`src/rtl/cordic_quad_prerot.sv`:
```
// CORDIC quadrant pre-rotation: folds the target angle into [-pi/2, pi/2) by an
// exact +/-pi/2 vector rotation, behind a one-deep output register plus skid slot.
module cordic_quad_prerot #(
  parameter int XY_W      = 16,
  parameter int ANGLE_W   = 32,
  parameter int EN_PREROT = 1
) (
  input  logic                      clk,
  input  logic                      rst,
  input  logic                      in_valid,
  output logic                      in_ready,
  input  logic signed [XY_W-1:0]    x_in,
  input  logic signed [XY_W-1:0]    y_in,
  input  logic signed [ANGLE_W-1:0] z_in,
  output logic                      out_valid,
  input  logic                      out_ready,
  output logic signed [XY_W-1:0]    x_out,
  output logic signed [XY_W-1:0]    y_out,
  output logic signed [ANGLE_W-1:0] z_out,
  output logic [1:0]                quad_out,
  output logic                      sat_out
);

  localparam logic signed [XY_W-1:0]    XY_MIN  = {1'b1, {(XY_W-1){1'b0}}};
  localparam logic signed [XY_W-1:0]    XY_MAX  = {1'b0, {(XY_W-1){1'b1}}};
  localparam logic signed [ANGLE_W-1:0] QUARTER = {2'b01, {(ANGLE_W-2){1'b0}}};

  typedef struct packed {
    logic signed [XY_W-1:0]    x;
    logic signed [XY_W-1:0]    y;
    logic signed [ANGLE_W-1:0] z;
    logic [1:0]                quad;
    logic                      sat;
  } beat_t;

  // MSB of the result flags that the most-negative value was clipped.
  function automatic logic [XY_W:0] neg_sat(input logic signed [XY_W-1:0] v);
    if (v == XY_MIN) return {1'b1, XY_MAX};
    return {1'b0, -v};
  endfunction

  function automatic beat_t prerot(input logic signed [XY_W-1:0]    x,
                                   input logic signed [XY_W-1:0]    y,
                                   input logic signed [ANGLE_W-1:0] z);
    beat_t           b;
    logic [XY_W:0]   n;
    b.x    = x;
    b.y    = y;
    b.z    = z;
    b.quad = 2'b00;
    b.sat  = 1'b0;
    n      = '0;
    if (EN_PREROT != 0) begin
      case (z[ANGLE_W-1 -: 2])
        2'b01: begin
          n      = neg_sat(y);
          b.x    = n[XY_W-1:0];
          b.y    = x;
          b.z    = z - QUARTER;
          b.quad = 2'b01;
          b.sat  = n[XY_W];
        end
        2'b10: begin
          n      = neg_sat(x);
          b.x    = y;
          b.y    = n[XY_W-1:0];
          b.z    = z + QUARTER;
          b.quad = 2'b10;
          b.sat  = n[XY_W];
        end
        default: ;
      endcase
    end
    return b;
  endfunction

  beat_t beat_p0;
  beat_t skid_p0;
  beat_t main_p1;
  logic  skid_vld_p0;
  logic  vld_p1;
  logic  accept;
  logic  main_free;
  logic  load_main;
  logic  load_skid;
  logic  vld_p1_nxt;
  logic  skid_vld_nxt;

  assign beat_p0 = prerot(x_in, y_in, z_in);

  always_comb begin
    accept       = in_valid & in_ready;
    main_free    = ~vld_p1 | out_ready;
    load_main    = 1'b0;
    load_skid    = 1'b0;
    vld_p1_nxt   = vld_p1;
    skid_vld_nxt = skid_vld_p0;
    if (main_free) begin
      // Skid holds the older beat, so it always wins the refill.
      load_main    = skid_vld_p0 | accept;
      vld_p1_nxt   = skid_vld_p0 | accept;
      load_skid    = skid_vld_p0 & accept;
      skid_vld_nxt = skid_vld_p0 & accept;
    end else begin
      load_skid    = accept;
      skid_vld_nxt = skid_vld_p0 | accept;
    end
  end

  // p0 -> skid slot
  always_ff @(posedge clk) begin
    if (load_skid) skid_p0 <= beat_p0;
  end

  // p0/skid -> p1 output register
  always_ff @(posedge clk) begin
    if (rst) begin
      vld_p1      <= 1'b0;
      skid_vld_p0 <= 1'b0;
      in_ready    <= 1'b0;
      main_p1     <= '0;
    end else begin
      vld_p1      <= vld_p1_nxt;
      skid_vld_p0 <= skid_vld_nxt;
      in_ready    <= ~skid_vld_nxt;
      if (load_main) main_p1 <= skid_vld_p0 ? skid_p0 : beat_p0;
    end
  end

  assign out_valid = vld_p1;
  assign x_out     = main_p1.x;
  assign y_out     = main_p1.y;
  assign z_out     = main_p1.z;
  assign quad_out  = main_p1.quad;
  assign sat_out   = main_p1.sat;

endmodule

```
`config.mk`:
```
export PLATFORM = sky130hd
export DESIGN_NAME = cordic_quad_prerot
export DESIGN_NICKNAME = d
export VERILOG_FILES = /design/src/rtl/cordic_quad_prerot.sv
export SDC_FILE = /design/constraint.sdc
export NUM_CORES = 1
export LEC_CHECK = 0
export ABC_AREA = 1
export CORE_UTILIZATION = 30
export DETAILED_ROUTE_END_ITERATION = 10
export REMOVE_ABC_BUFFERS = 1
export SYNTH_ARGS = -nofsm -noshare
export SYNTH_HDL_FRONTEND = slang
export SYNTH_SLANG_ARGS = --single-unit
```
`constraint.sdc`:
```
create_clock -name clk -period 4.41 [get_ports clk]
set_input_delay 0.441 -clock clk [delete_from_list [all_inputs] [get_ports clk]]
set_output_delay 0.441 -clock clk [all_outputs]
set_load 0.02 [all_outputs]
```
# Word-level counts from Yosys, hierarchy flattened

Cells that the tools add are included.

Add/sub/neg operators: 4
Eq/ne operators: 4
Multiplexer cells: 13
Bitwise gates (word level): 6

Operators with widths:

| operator                 | count |
|---|---|
| $pmux W67 S2             | 1 |
| $mux W17                 | 4 |
| $mux W67                 | 1 |
| $add A32 B32 Y32 const B | 1 |
| $eq A16 B16 Y1 const B   | 2 |
| $neg A16 Y16             | 2 |
| $sub A32 B32 Y32 const B | 1 |
| $mux W1                  | 7 |
| $and A1 B1 Y1            | 2 |
| $eq A2 B1 Y1 const B     | 1 |
| $eq A2 B2 Y1 const B     | 1 |
| $not A1 Y1               | 2 |
| $or A1 B1 Y1             | 2 |

Register bits: 137
Logic and storage cells: 40
Bits of input ports: 68
Output and inout bits: 69

# Longest topological paths before layout

Word-level depth: 6
Mapped depth: 13
Mapped depth without buffers: 13

# Worst setup path after synthesis

Ideal clock, no wire load.

Path kind: register to register
Start point: register vld_p1, in the netlist out_valid
End point: register skid_p0[0] in the netlist's numbering, enable pin
Setup time: 0.516 ns
Cell stages (with the launch flop): 5
Required time: 3.894 ns
Buffers on the path: 0
Slack: -0.082 ns
Data arrival time: 3.976 ns
Clock period less this slack: 4.492 ns
Cell sequence: dfxtp_1 > inv_1 > nor2_1 > inv_1 > a21oi_1

Word-level cells in the longest chain between the ends: 3

RTL lines:

| element                | line | RTL |
|---|---|---|
| start, declared        | 81   | `logic vld_p1;` |
| start signal, assigned | 123  | `vld_p1 <= vld_p1_nxt;` |
| $not A1 Y1             | 93   | `main_free = ~vld_p1 \| out_ready;` |
| $or A1 B1 Y1           | 93   |  |
| $mux W1                | 98   | `if (main_free) begin` |
| named net load_skid    | 85   | `logic load_skid;` |
| end signal, assigned   | 112  | `if (load_skid) skid_p0 <= beat_p0;` |
| end, declared          | 78   | `beat_t skid_p0;` |

The timed path passes the listed nets, and every way through them passes these cells.
A chain may end at the register's enable or synchronous reset.

# Worst setup path after layout

Start point: register skid_vld_p0
End point: register skid_p0[66] in the netlist's numbering, enable pin

Word-level cells in the longest chain between the ends: 2

RTL lines:

| element                | line | RTL |
|---|---|---|
| start, declared        | 80   | `logic skid_vld_p0;` |
| start signal, assigned | 124  | `skid_vld_p0 <= skid_vld_nxt;` |
| $and A1 B1 Y1          | 102  | `load_skid = skid_vld_p0 & accept;` |
| $mux W1                | 98   |  |
| named net load_skid    | 85   |  |

The timed path passes the listed nets, and every way through them passes these cells.

==> results.py <==
metrics = {
    "run_status": {
        "status": "complete, no violations",
    },
    "synth": {
        "synth_edf_count": 67,
        "async_flop_share_pct": 0,
        "yosys.cell_types.count": 44,
        "synth_top_area_share_pct": 28.6,
        "yosysMostFrequentCell": "nand2_1",
        "synth_area_sq_um": 7050,
        "syn_inst": 885,
        "synth.top_cells.by_area": "edfxtp_1 29%, dfxtp_1 20%, nand2_1 15%",
        "synth_top_area_cell": "edfxtp_1",
        "ys_seq_area_share_pct": 48.4,
        "yosys-top-cells-count": "280 x nand2_1, 102 x nor2_1, 70 x dfxtp_1, 67 x edfxtp_1, 57 x inv_1",
        "yosysWarnings": 0,
        "ys_seq_elements": 137,
        "ys.flop_type": "dfxtp_1",
        "syn_area_per_cell_sq_um": 7.96,
    },
    "timing": {
        "period_share_pct": 59.8,
        "grt_setup_unrepaired": "no",
        "holdWs_ps": 462,
        "fmax_mhz": 379,
        "setup-violations-final": 0,
        "finalSetupTns_ps": 0,
        "clock-skew-final_ps": 6.01,
        "max-slew-margin-rel_pct": 30.6,
        "hold_violations": 0,
        "finalCriticalPeriod_ps": 2640,
        "worst_pin_slew_ps": 1040,
        "slew_viol_final": 0,
    },
    "finish": {
        "layout-drive-gt1-share_pct": 11.4,
        "final_cells": 1329,
        "syn_to_final_growth_pct": 30.3,
        "diodes": 0,
        "nets": 1075,
        "fillerInstances": 2304,
    },
    "clock_tree": {
        "cts_buffers": 17,
        "h-tree-depth": 4,
        "cts_hold_buf": 0,
        "cts_setup_buffers": 0,
        "insertion_delay_ps": 420,
        "root_buffer": "clkbuf_16",
        "cts.reportedPaths.clkPinSlew_ps": 60,
        "cts_tree": "yes",
        "cts.sinks": 137,
        "cts_resized": 0,
        "clk_path_buf_depth": 2,
    },
    "setup_path": {
        "crit_fanout": 95,
        "path_buf_inv": 4,
        "cpMaxStageDelayCell": "buf_4",
        "start_kind": "flip-flop",
        "arrival_ps": 2680,
        "critical-path-max-stage-delay_ps": 730,
        "critical-path-top-delay-family": "buffers and inverters",
        "critPathLaunch": "skid_vld_p0",
        "r2r_start": "skid_vld_p0",
        "worstSetupPathType": "flip-flop to flip-flop",
        "crit_top_cell": "buf_4",
        "cp.required_ps": 4460,
        "path_cells": "buf_4 > inv_2 > buf_4 > a21oi_4 > buf_4",
        "cp-end-kind": "flip-flop",
    },
    "power_and_ir_drop": {
        "p_sw_share_pct": 28.8,
        "combPwrFrac_pct": 16.2,
        "p_switching_mw": 0.961,
        "ir_worst_vdd_uv": 236,
        "p_total_mw": 3.33,
        "p_int_mw": 2.37,
        "power_density_nw_per_um2": 363,
        "p_leak_nw": 3.76,
        "pwr-share-clk_pct": 41.4,
        "seqPwrFrac_pct": 42.4,
    },
    "global_routing": {
        "grt_pass1_vias": 5879,
        "grt_use_total_pct": 16.6,
        "grt_antenna_before_repair": 0,
        "grt_first_pass_wirelength_um": 31300,
        "grt_remaining_overflow": 0,
        "grt_max_degree": 96,
    },
    "detailed_routing": {
        "post-route-drc-count": 0,
        "firstDrtPassIters": 5,
        "vias": 6294,
        "detail-route-antenna-nets": 0,
        "wl_um": 19500,
        "drt_iter0_drc": 409,
        "viasPerCell": 4.74,
        "routedWlPerCell_um": 14.7,
    },
    "floorplanning": {
        "core_area_sq_um": 22800,
        "die_width_um": 155,
        "boundaryPins": 137,
        "die-height_um": 155,
        "dieArea_sq_um": 24100,
        "start_util_pct": 30.8,
        "rows": 55,
    },
    "placement": {
        "port-buffer-count": 136,
        "dp_hpwl_um": 13200,
        "gp_congestion": 0.957,
        "dp_cells": 1297,
    },
    "min_path": {
        "worstHoldStart": "x_out[5]",
        "hold_class": "flip-flop to flip-flop",
    },
    "run": {
        "drv_cap": 0,
    },
}
==> metrics by stage <==
step | worst slack (ps) | util (%) | cell area [sq um]
after detailed placement | 1440 | 37.7 | 8610
after CTS | 1700 | 40.2 | 9180
after global placement | 1500 | 37.7 | 8610
after global routing | 1480 | 40.2 | 9180
after floorplan | -1240 | - | 6800
final | 1770 | 40.2 | 9180
==> state kept, by name (all words and copies together) (netlist names) <==
register     count
skid_p0         67
z_out           32
in_ready         1
y_out           16
out_valid        1
sat_out          1
x_out           16
skid_vld_p0      1
quad_out         2
==> cell type report <==
class / instances / area, sq um / area share (%)
clock buffer: 18 / 439 / 4.79
clock inverter: 14 / 129 / 1.40
inverter: 73 / 277 / 3.01
multi-input combinational: 631 / 3120 / 34.0
sequential: 137 / 3410 / 37.2
tap: 313 / 392 / 4.27
timing repair buffer: 143 / 1410 / 15.4
==> layer usage <==
| metal | track usage, % | vias up | part of all wire (%) | wire length, um |
|---|---|---|---|---|
| met4 | 4.25 | 0 | 1.1 | 207 |
| met5 | 0 | - | 0 | 0 |
| met3 | 3.73 | 20 | 5.7 | 1110 |
| met2 | 25.2 | 187 | 44 | 8540 |
| li1 | - | 3160 | - | - |
| met1 | 23.8 | 2927 | 50 | 9680 |
==> power by group through the flow <==
stage / Combinational (mW) / Sequential (mW) / Clock [mW]
final: 0.541 / 1.41 / 1.38
after floorplan: 0.240 / 1.49 / 0
after CTS: 0.545 / 1.41 / 1.40
after global routing: 0.595 / 1.42 / 1.46
after global placement: 0.537 / 1.44 / 0
after detailed placement: 0.542 / 1.44 / 0
==> worst reg2reg max path: stages, from the launching register on <==
cell and delay, ps:
dfxtp_1 310, buf_4 410, inv_2 70, buf_4 430, a21oi_4 270, buf_4 730
==> cell usage in the layout, fill, tap and decap left out, types with 17 or more instances in the layout <==
| cell | Yosys | routed |
|---|---|---|
| inv_1 | 57 | 57 |
| nand2_1 | 280 | 280 |
| clkdlybuf4s50_1 | 0 | 135 |
| o21ai_0 | 48 | 48 |
| dfxtp_1 | 70 | 70 |
| clkbuf_16 | 0 | 17 |
| a31oi_1 | 32 | 32 |
| nor2_1 | 102 | 102 |
| edfxtp_1 | 67 | 67 |
| a21oi_1 | 31 | 30 |
| nand3_1 | 39 | 39 |
==> path summary, 6_finish.rpt <==
check | end | slack [ps] | cells after the start
max | skid_p0[66] | 1770 | 5
min | x_out[5] | 460 | 2
max reg2reg | skid_p0[66] | 1770 | 5
min reg2reg | x_out[5] | 460 | 2
==> cells by family after synthesis <==
family / count (synthesis) / share of synthesized area (%)
adder cells (fa/ha/maj): 4 / 0.710
AND/OR/NAND/NOR: 465 / 28.9
buffers and inverters: 117 / 7.44
XOR/XNOR: 1 / 0.124
AO/OA/AOI/OAI: 161 / 14.3
flip-flops: 137 / 48.4
Note: power is estimated with default switching activity, not from simulation.
